$ cat config.mk
export PLATFORM = sky130hd
export DESIGN_NAME = tcdm_tx_if_ipa
export DESIGN_NICKNAME = d
export VERILOG_FILES = /design/src/rtl/tcdm_tx_if_pkg.sv /design/src/rtl/generic_fifo_ipa.sv /design/src/rtl/tcdm_tx_if_ipa.sv
export SDC_FILE = /design/constraint.sdc
export NUM_CORES = 1
export LEC_CHECK = 0
export ABC_AREA = 0
export BUFFER_PORTS_ARGS = -buffer_cell sky130_fd_sc_hd__buf_2
export CAP_MARGIN = 0
export CORE_ASPECT_RATIO = 0.7
export CORE_MARGIN = 8
export CORE_UTILIZATION = 35
export DETAILED_ROUTE_END_ITERATION = 8
export PLACE_DENSITY_LB_ADDON = 0.05
export SYNTH_ARGS = -nofsm -noshare
export SYNTH_HDL_FRONTEND = slang
export SYNTH_SLANG_ARGS = --single-unit
$ cat constraint.sdc
create_clock -name clk_i -period 7.34 [get_ports clk_i]
set_input_delay 0.367 -clock clk_i [delete_from_list [all_inputs] [get_ports clk_i]]
set_output_delay 0.367 -clock clk_i [all_outputs]
set_load 0.05 [all_outputs]
$ cat src/rtl/tcdm_tx_if_pkg.sv
// Shared types for the mini DMA TX-side TCDM interface.
// Tag and buffered-entry layouts used by the issue and response paths.
package tcdm_tx_if_pkg;

  localparam int unsigned SID_W  = 2;
  localparam int unsigned DATA_W = 32;

  typedef struct packed {
    logic             eop;
    logic [SID_W-1:0] sid;
  } tag_t;

  typedef struct packed {
    logic [DATA_W-1:0] data;
    tag_t              tag;
  } entry_t;

  localparam int unsigned TAG_W   = $bits(tag_t);
  localparam int unsigned ENTRY_W = $bits(entry_t);

endpackage

$ cat src/rtl/generic_fifo_ipa.sv
// Small synchronous FIFO, power-of-two depth.
// A push into a full FIFO is accepted when a pop happens in the same cycle.
module generic_fifo_ipa #(
  parameter int unsigned DATA_WIDTH = 32,
  parameter int unsigned DEPTH      = 4
) (
  input  logic                  clk_i,
  input  logic                  rst_ni,
  input  logic                  push_i,
  input  logic                  pop_i,
  input  logic [DATA_WIDTH-1:0] data_i,
  output logic [DATA_WIDTH-1:0] data_o,
  output logic                  full_o,
  output logic                  empty_o
);

  localparam int unsigned PW = (DEPTH > 1) ? $clog2(DEPTH) : 1;
  localparam int unsigned CW = $clog2(DEPTH + 1);

  logic [DATA_WIDTH-1:0] mem_q [DEPTH];
  logic [DATA_WIDTH-1:0] mem_d [DEPTH];
  logic [PW-1:0]         wptr_q, wptr_d;
  logic [PW-1:0]         rptr_q, rptr_d;
  logic [CW-1:0]         cnt_q, cnt_d;
  logic                  do_push, do_pop;

  assign full_o  = (cnt_q == CW'(DEPTH));
  assign empty_o = (cnt_q == '0);
  assign do_pop  = pop_i & ~empty_o;
  assign do_push = push_i & (~full_o | do_pop);
  assign data_o  = mem_q[rptr_q];

  // Next-state for storage, pointers and occupancy.
  always_comb begin
    mem_d  = mem_q;
    wptr_d = wptr_q;
    rptr_d = rptr_q;
    cnt_d  = cnt_q;
    if (do_push) begin
      mem_d[wptr_q] = data_i;
      wptr_d        = wptr_q + 1'b1;
    end
    if (do_pop) begin
      rptr_d = rptr_q + 1'b1;
    end
    case ({do_push, do_pop})
      2'b10:   cnt_d = cnt_q + 1'b1;
      2'b01:   cnt_d = cnt_q - 1'b1;
      default: cnt_d = cnt_q;
    endcase
  end

  // State registers; reset empties the FIFO.
  always_ff @(posedge clk_i or negedge rst_ni) begin
    if (!rst_ni) begin
      mem_q  <= '{default: '0};
      wptr_q <= '0;
      rptr_q <= '0;
      cnt_q  <= '0;
    end else begin
      mem_q  <= mem_d;
      wptr_q <= wptr_d;
      rptr_q <= rptr_d;
      cnt_q  <= cnt_d;
    end
  end

endmodule

$ cat src/rtl/tcdm_tx_if_ipa.sv
// TX-side TCDM interface: issues reads, buffers data in order, feeds TX stream.
// Option TCDM_TX_IF_BYPASS_EN: zero-latency response path when buffer is empty.
module tcdm_tx_if_ipa
  import tcdm_tx_if_pkg::*;
#(
  parameter int unsigned TRANS_SID_WIDTH = SID_W,
  parameter int unsigned TCDM_ADD_WIDTH  = 12,
  parameter int unsigned BUF_DEPTH       = 4
) (
  input  logic                       clk_i,
  input  logic                       rst_ni,
  input  logic                       beat_eop_i,
  input  logic [TRANS_SID_WIDTH-1:0] beat_sid_i,
  input  logic [TCDM_ADD_WIDTH-1:0]  beat_add_i,
  input  logic                       beat_we_ni,
  input  logic                       beat_req_i,
  output logic                       beat_gnt_o,
  output logic                       synch_req_o,
  output logic [TRANS_SID_WIDTH-1:0] synch_sid_o,
  output logic [31:0]                tx_data_dat_o,
  output logic                       tx_data_valid_o,
  input  logic                       tx_data_ready_i,
  output logic                       tcdm_req_o,
  output logic [31:0]                tcdm_add_o,
  output logic                       tcdm_we_o,
  output logic [31:0]                tcdm_wdata_o,
  output logic [3:0]                 tcdm_be_o,
  input  logic                       tcdm_gnt_i,
  input  logic [31:0]                tcdm_r_rdata_i,
  input  logic                       tcdm_r_valid_i
);

  localparam int unsigned CW = $clog2(BUF_DEPTH + 1);

  logic [CW-1:0] cnt_q, cnt_d;
  tag_t          tag_in, tag_head;
  entry_t        ent_in, fifo_head, head;
  logic          tag_full, tag_empty;
  logic          dat_full, dat_empty;
  logic          rsp_ok, dat_push, dat_pop;
  logic          tx_valid, tx_pop;
  logic          unused_full;

  assign unused_full = tag_full ^ dat_full;

  // Credits cover outstanding reads plus buffered words.
  assign tcdm_req_o = rst_ni & beat_req_i & beat_we_ni
                    & (cnt_q < CW'(BUF_DEPTH));
  assign beat_gnt_o = tcdm_req_o & tcdm_gnt_i;

  assign tcdm_add_o   = {{(32-TCDM_ADD_WIDTH){1'b0}}, beat_add_i};
  assign tcdm_we_o    = beat_we_ni;
  assign tcdm_be_o    = 4'hF;
  assign tcdm_wdata_o = '0;

  assign tag_in = '{eop: beat_eop_i, sid: beat_sid_i};
  assign rsp_ok = tcdm_r_valid_i & ~tag_empty;
  assign ent_in = '{data: tcdm_r_rdata_i, tag: tag_head};

`ifdef TCDM_TX_IF_BYPASS_EN
  logic byp;
  assign byp      = dat_empty & rsp_ok;
  assign head     = byp ? ent_in : fifo_head;
  assign tx_valid = ~dat_empty | byp;
  assign dat_push = rsp_ok & ~(byp & tx_data_ready_i);
`else
  assign head     = fifo_head;
  assign tx_valid = ~dat_empty;
  assign dat_push = rsp_ok;
`endif

  assign tx_pop  = tx_valid & tx_data_ready_i;
  assign dat_pop = tx_pop & ~dat_empty;

  assign tx_data_valid_o = tx_valid;
  assign tx_data_dat_o   = tx_valid ? head.data : '0;
  assign synch_req_o     = tx_pop & head.tag.eop;
  assign synch_sid_o     = synch_req_o ? head.tag.sid : '0;

  generic_fifo_ipa #(
    .DATA_WIDTH (TAG_W),
    .DEPTH      (BUF_DEPTH)
  ) i_tag_fifo (
    .clk_i   (clk_i),
    .rst_ni  (rst_ni),
    .push_i  (beat_gnt_o),
    .pop_i   (rsp_ok),
    .data_i  (tag_in),
    .data_o  (tag_head),
    .full_o  (tag_full),
    .empty_o (tag_empty)
  );

  generic_fifo_ipa #(
    .DATA_WIDTH (ENTRY_W),
    .DEPTH      (BUF_DEPTH)
  ) i_dat_fifo (
    .clk_i   (clk_i),
    .rst_ni  (rst_ni),
    .push_i  (dat_push),
    .pop_i   (dat_pop),
    .data_i  (ent_in),
    .data_o  (fifo_head),
    .full_o  (dat_full),
    .empty_o (dat_empty)
  );

  // Credit update: grant adds, TX handoff returns.
  always_comb begin
    cnt_d = cnt_q;
    case ({beat_gnt_o, tx_pop})
      2'b10:   cnt_d = cnt_q + 1'b1;
      2'b01:   cnt_d = cnt_q - 1'b1;
      default: cnt_d = cnt_q;
    endcase
  end

  // Credit counter register.
  always_ff @(posedge clk_i or negedge rst_ni) begin
    if (!rst_ni) begin
      cnt_q <= '0;
    end else begin
      cnt_q <= cnt_d;
    end
  end

endmodule

==> flow_summary.yaml <==
synthesis:
  ys_warn_count: 0
  synth.top_cell.area_share_pct: 47.4
  ys_seq_area_share_pct: 47.4
  yosysUniqueCellTypes: 30
  syn_area_per_cell_um2: 15.8
  synth_top_area_cell: "dfrtp_1"
  synth_cells: 564
  ys_ff_latch: 169
  syn_area_um2: 8930
  yosys-top-cells-area: "dfrtp_1, mux2_4, mux4_2"
clock_tree:
  h-tree-depth: 4
  cts_tree: "built"
  cts_sinks: 169
  cts_hold_buf: 0
  clk_latency_ns: 0.43
  clk_pin_slew_worst_paths_ns: 0.07
  cts-root-buf: "clkbuf_16"
  cts_resized: 0
  cts_made_buffers: 17
  max-clock-path-buffers: 2
  postCtsSetupBuffers: 0
floorplanning:
  core_area_um2: 25400
  top_level_ports: 161
  start_util_pct: 35.2
  fp.dieW_um: 207
  rows: 49
  fp.dieArea_um2: 31000
  die_y_um: 150
timing:
  rsz0062_at_grt: "no"
  finalClockSkew_ns: 0.00756
  timing.final.crit_share_pct: 39.1
  slew_headroom_pct: 26.0
  setup_tns_ns: 0
  hold_violations: 7
  hold_ws_ns: -0.0269
  fin_crit_ns: 2.87
  maxSlewViolCount: 0
  tightest_slew_ns: 1.11
  clock.fmax_mhz: 348
  setup_violations: 0
placement:
  gp_congestion: 0.663
  place_hpwl_um: 12100
  numPortBuffers: 80
cells_and_area:
  num_antenna_cells: 0
  n_fill_cell: 2376
  mostFrequentLayoutCells: "dfrtp_1, mux2_4, buf_2"
  final_core_util_pct: 38.7
  ff_latch_area_um2: 4230
  multiInputGateArea_um2: 4010
  layout_commonest_cell: "dfrtp_1"
  final_layout_size_suffix_gt1_share_pct: 49.8
  area_growth_pct: 10.1
  fin_nets: 692
run_status:
  status: "finished, violations left"
  violations: "negative hold slack"
setup_path:
  worst_ep_required_time_ns: 6.97
  end_kind: "output pin"
  critPathMaxFanout: 35
  worstPathArrival_ns: 2.51
  cp-start-kind: "register"
  critical_path_class: "reg2out"
  reg2reg_depth: 8
  r2r_slack_ns: 4.84
  r2r-end: "i_tag_fifo.cnt_q[2]$_DFFE_PN0P_"
  reg2reg_from: "i_tag_fifo.cnt_q[1]$_DFFE_PN0P_"
grt:
  track_usage_pct: 13.2
  grt_max_degree: 83
  globalRoute.busiestLayer: "met2"
  gr-total-overflow: 0
  grt.met3_usage_pct: 3.46
  antenna_found_initial: 1
  grt_pass1_vias: 5036
  grt_pass1_wl_um: 30900
  grtUsageMet1_pct: 18.1
  use_met2_pct: 20.6
drt:
  wl_per_cell_um: 20.0
  ant_nets: 0
  first_iter_violations: 150
  via_count: 4419
  first_pass_iters: 4
  wl_um: 19400
  viasPerCell: 4.57
  drc: 0
power:
  ir_drop_mv: 0.265
  p_total_mw: 5.54
  power.density_nw_per_um2: 564
  power.leakage_nw: 4.83
flow_run:
  drv_cap: 0
min_path:
  min_path_type: "in2async"
==> power breakdown <==
group          switching, mW  total [mW]  internal, mW
clock                  0.394        1.05         0.652
sequential             0.320        1.72          1.40
combinational           1.46        2.77          1.31
==> critical path, cell delays in order, from the launching register on <==
cell and delay, ns:
dfrtp_2 0.40, buf_4 0.63, mux4_2 0.61, and2_1 0.19, buf_2 0.21
==> area by class of cell <==
class                           count  share of cell area, %
Inverter                           15                  0.573
Sequential cell                   169                   43.0
Multi-Input combinational cell    337                   40.8
Timing Repair Buffer               84                   4.44
Clock buffer                       18                   4.47
Clock inverter                     14                   2.47
Tap cell                          331                   4.21
==> Yosys cell counts <==
master	n
and2_1	32
and2_2	1
and4b_1	1
buf_1	1
buf_12	12
buf_2	4
buf_4	70
buf_6	1
clkbuf_1	9
conb_1	2
dfrtp_1	169
fa_1	3
ha_1	11
inv_1	15
mux2_2	34
mux2_4	120
mux2i_1	3
mux4_2	38
nand2_1	3
nand3_1	3
nand3_4	4
nand4_1	4
nor2_1	3
nor2b_1	2
o31a_1	1
or3_1	1
or4b_2	1
or4b_4	1
xnor2_1	7
xor2_1	8
==> sequential cells by signal, indices dropped and copies added (netlist names) <==
name / count
i_tag_fifo.rptr_q: 2
cnt_q: 3
i_tag_fifo.mem_q: 12
i_tag_fifo.wptr_q: 2
i_dat_fifo.wptr_q: 2
i_dat_fifo.cnt_q: 3
i_dat_fifo.mem_q: 140
i_dat_fifo.rptr_q: 2
i_tag_fifo.cnt_q: 3
==> logic make-up (layout without fill, tap and decap cells) <==
family / after synthesis / count (layout) / share of synthesized area (%)
other: 2 / 56 / 0.0841
buffers and inverters: 112 / 131 / 9.98
and+or+nand+nor: 56 / 56 / 4.40
AOI/OAI and AO/OA: 1 / 1 / 0.0981
adders and majority gates: 14 / 14 / 2.21
DFF: 169 / 169 / 47.4
muxes: 195 / 195 / 34.4
xor gates and xnor gates: 15 / 15 / 1.47
==> worst max-delay path by stage <==
stage                                            to                              from  depth (start not counted)  slack, ns
floorplan           i_tag_fifo.cnt_q[2]$_DFFE_PN0P_              cnt_q[2]$_DFFE_PN0P_                          9       4.98
global placement    i_tag_fifo.cnt_q[2]$_DFFE_PN0P_                            rst_ni                          9       4.66
detailed placement  i_tag_fifo.cnt_q[2]$_DFFE_PN0P_                            rst_ni                          9       4.62
CTS                                  synch_sid_o[0]  i_dat_fifo.rptr_q[0]$_DFFE_PN0P_                          5       4.32
global route                         synch_sid_o[0]  i_dat_fifo.rptr_q[0]$_DFFE_PN0P_                          5       4.24
finish                             tx_data_dat_o[3]  i_dat_fifo.rptr_q[0]$_DFFE_PN0P_                          4       4.47
==> per-stage QoR <==
stage,hold slack [ns],setup slack (ns),std cells,cell area (µm²)
detailed placement,0.464,4.62,936,9150
floorplan,0.0714,4.98,618,9130
finish,-0.0269,4.47,968,9830
global route,0.0448,4.24,968,9830
global placement,0.461,4.66,936,9150
CTS,0.0191,4.32,968,9830
==> layer usage <==
| metal | up-vias | share of wire, % |
|---|---|---|
| li1 | 1976 | - |
| met1 | 2360 | 47 |
| met2 | 62 | 48 |
| met3 | 19 | 4.0 |
| met4 | 2 | 1.0 |
| met5 | - | 0.067 |
Note: power is estimated with default switching activity, not from simulation.
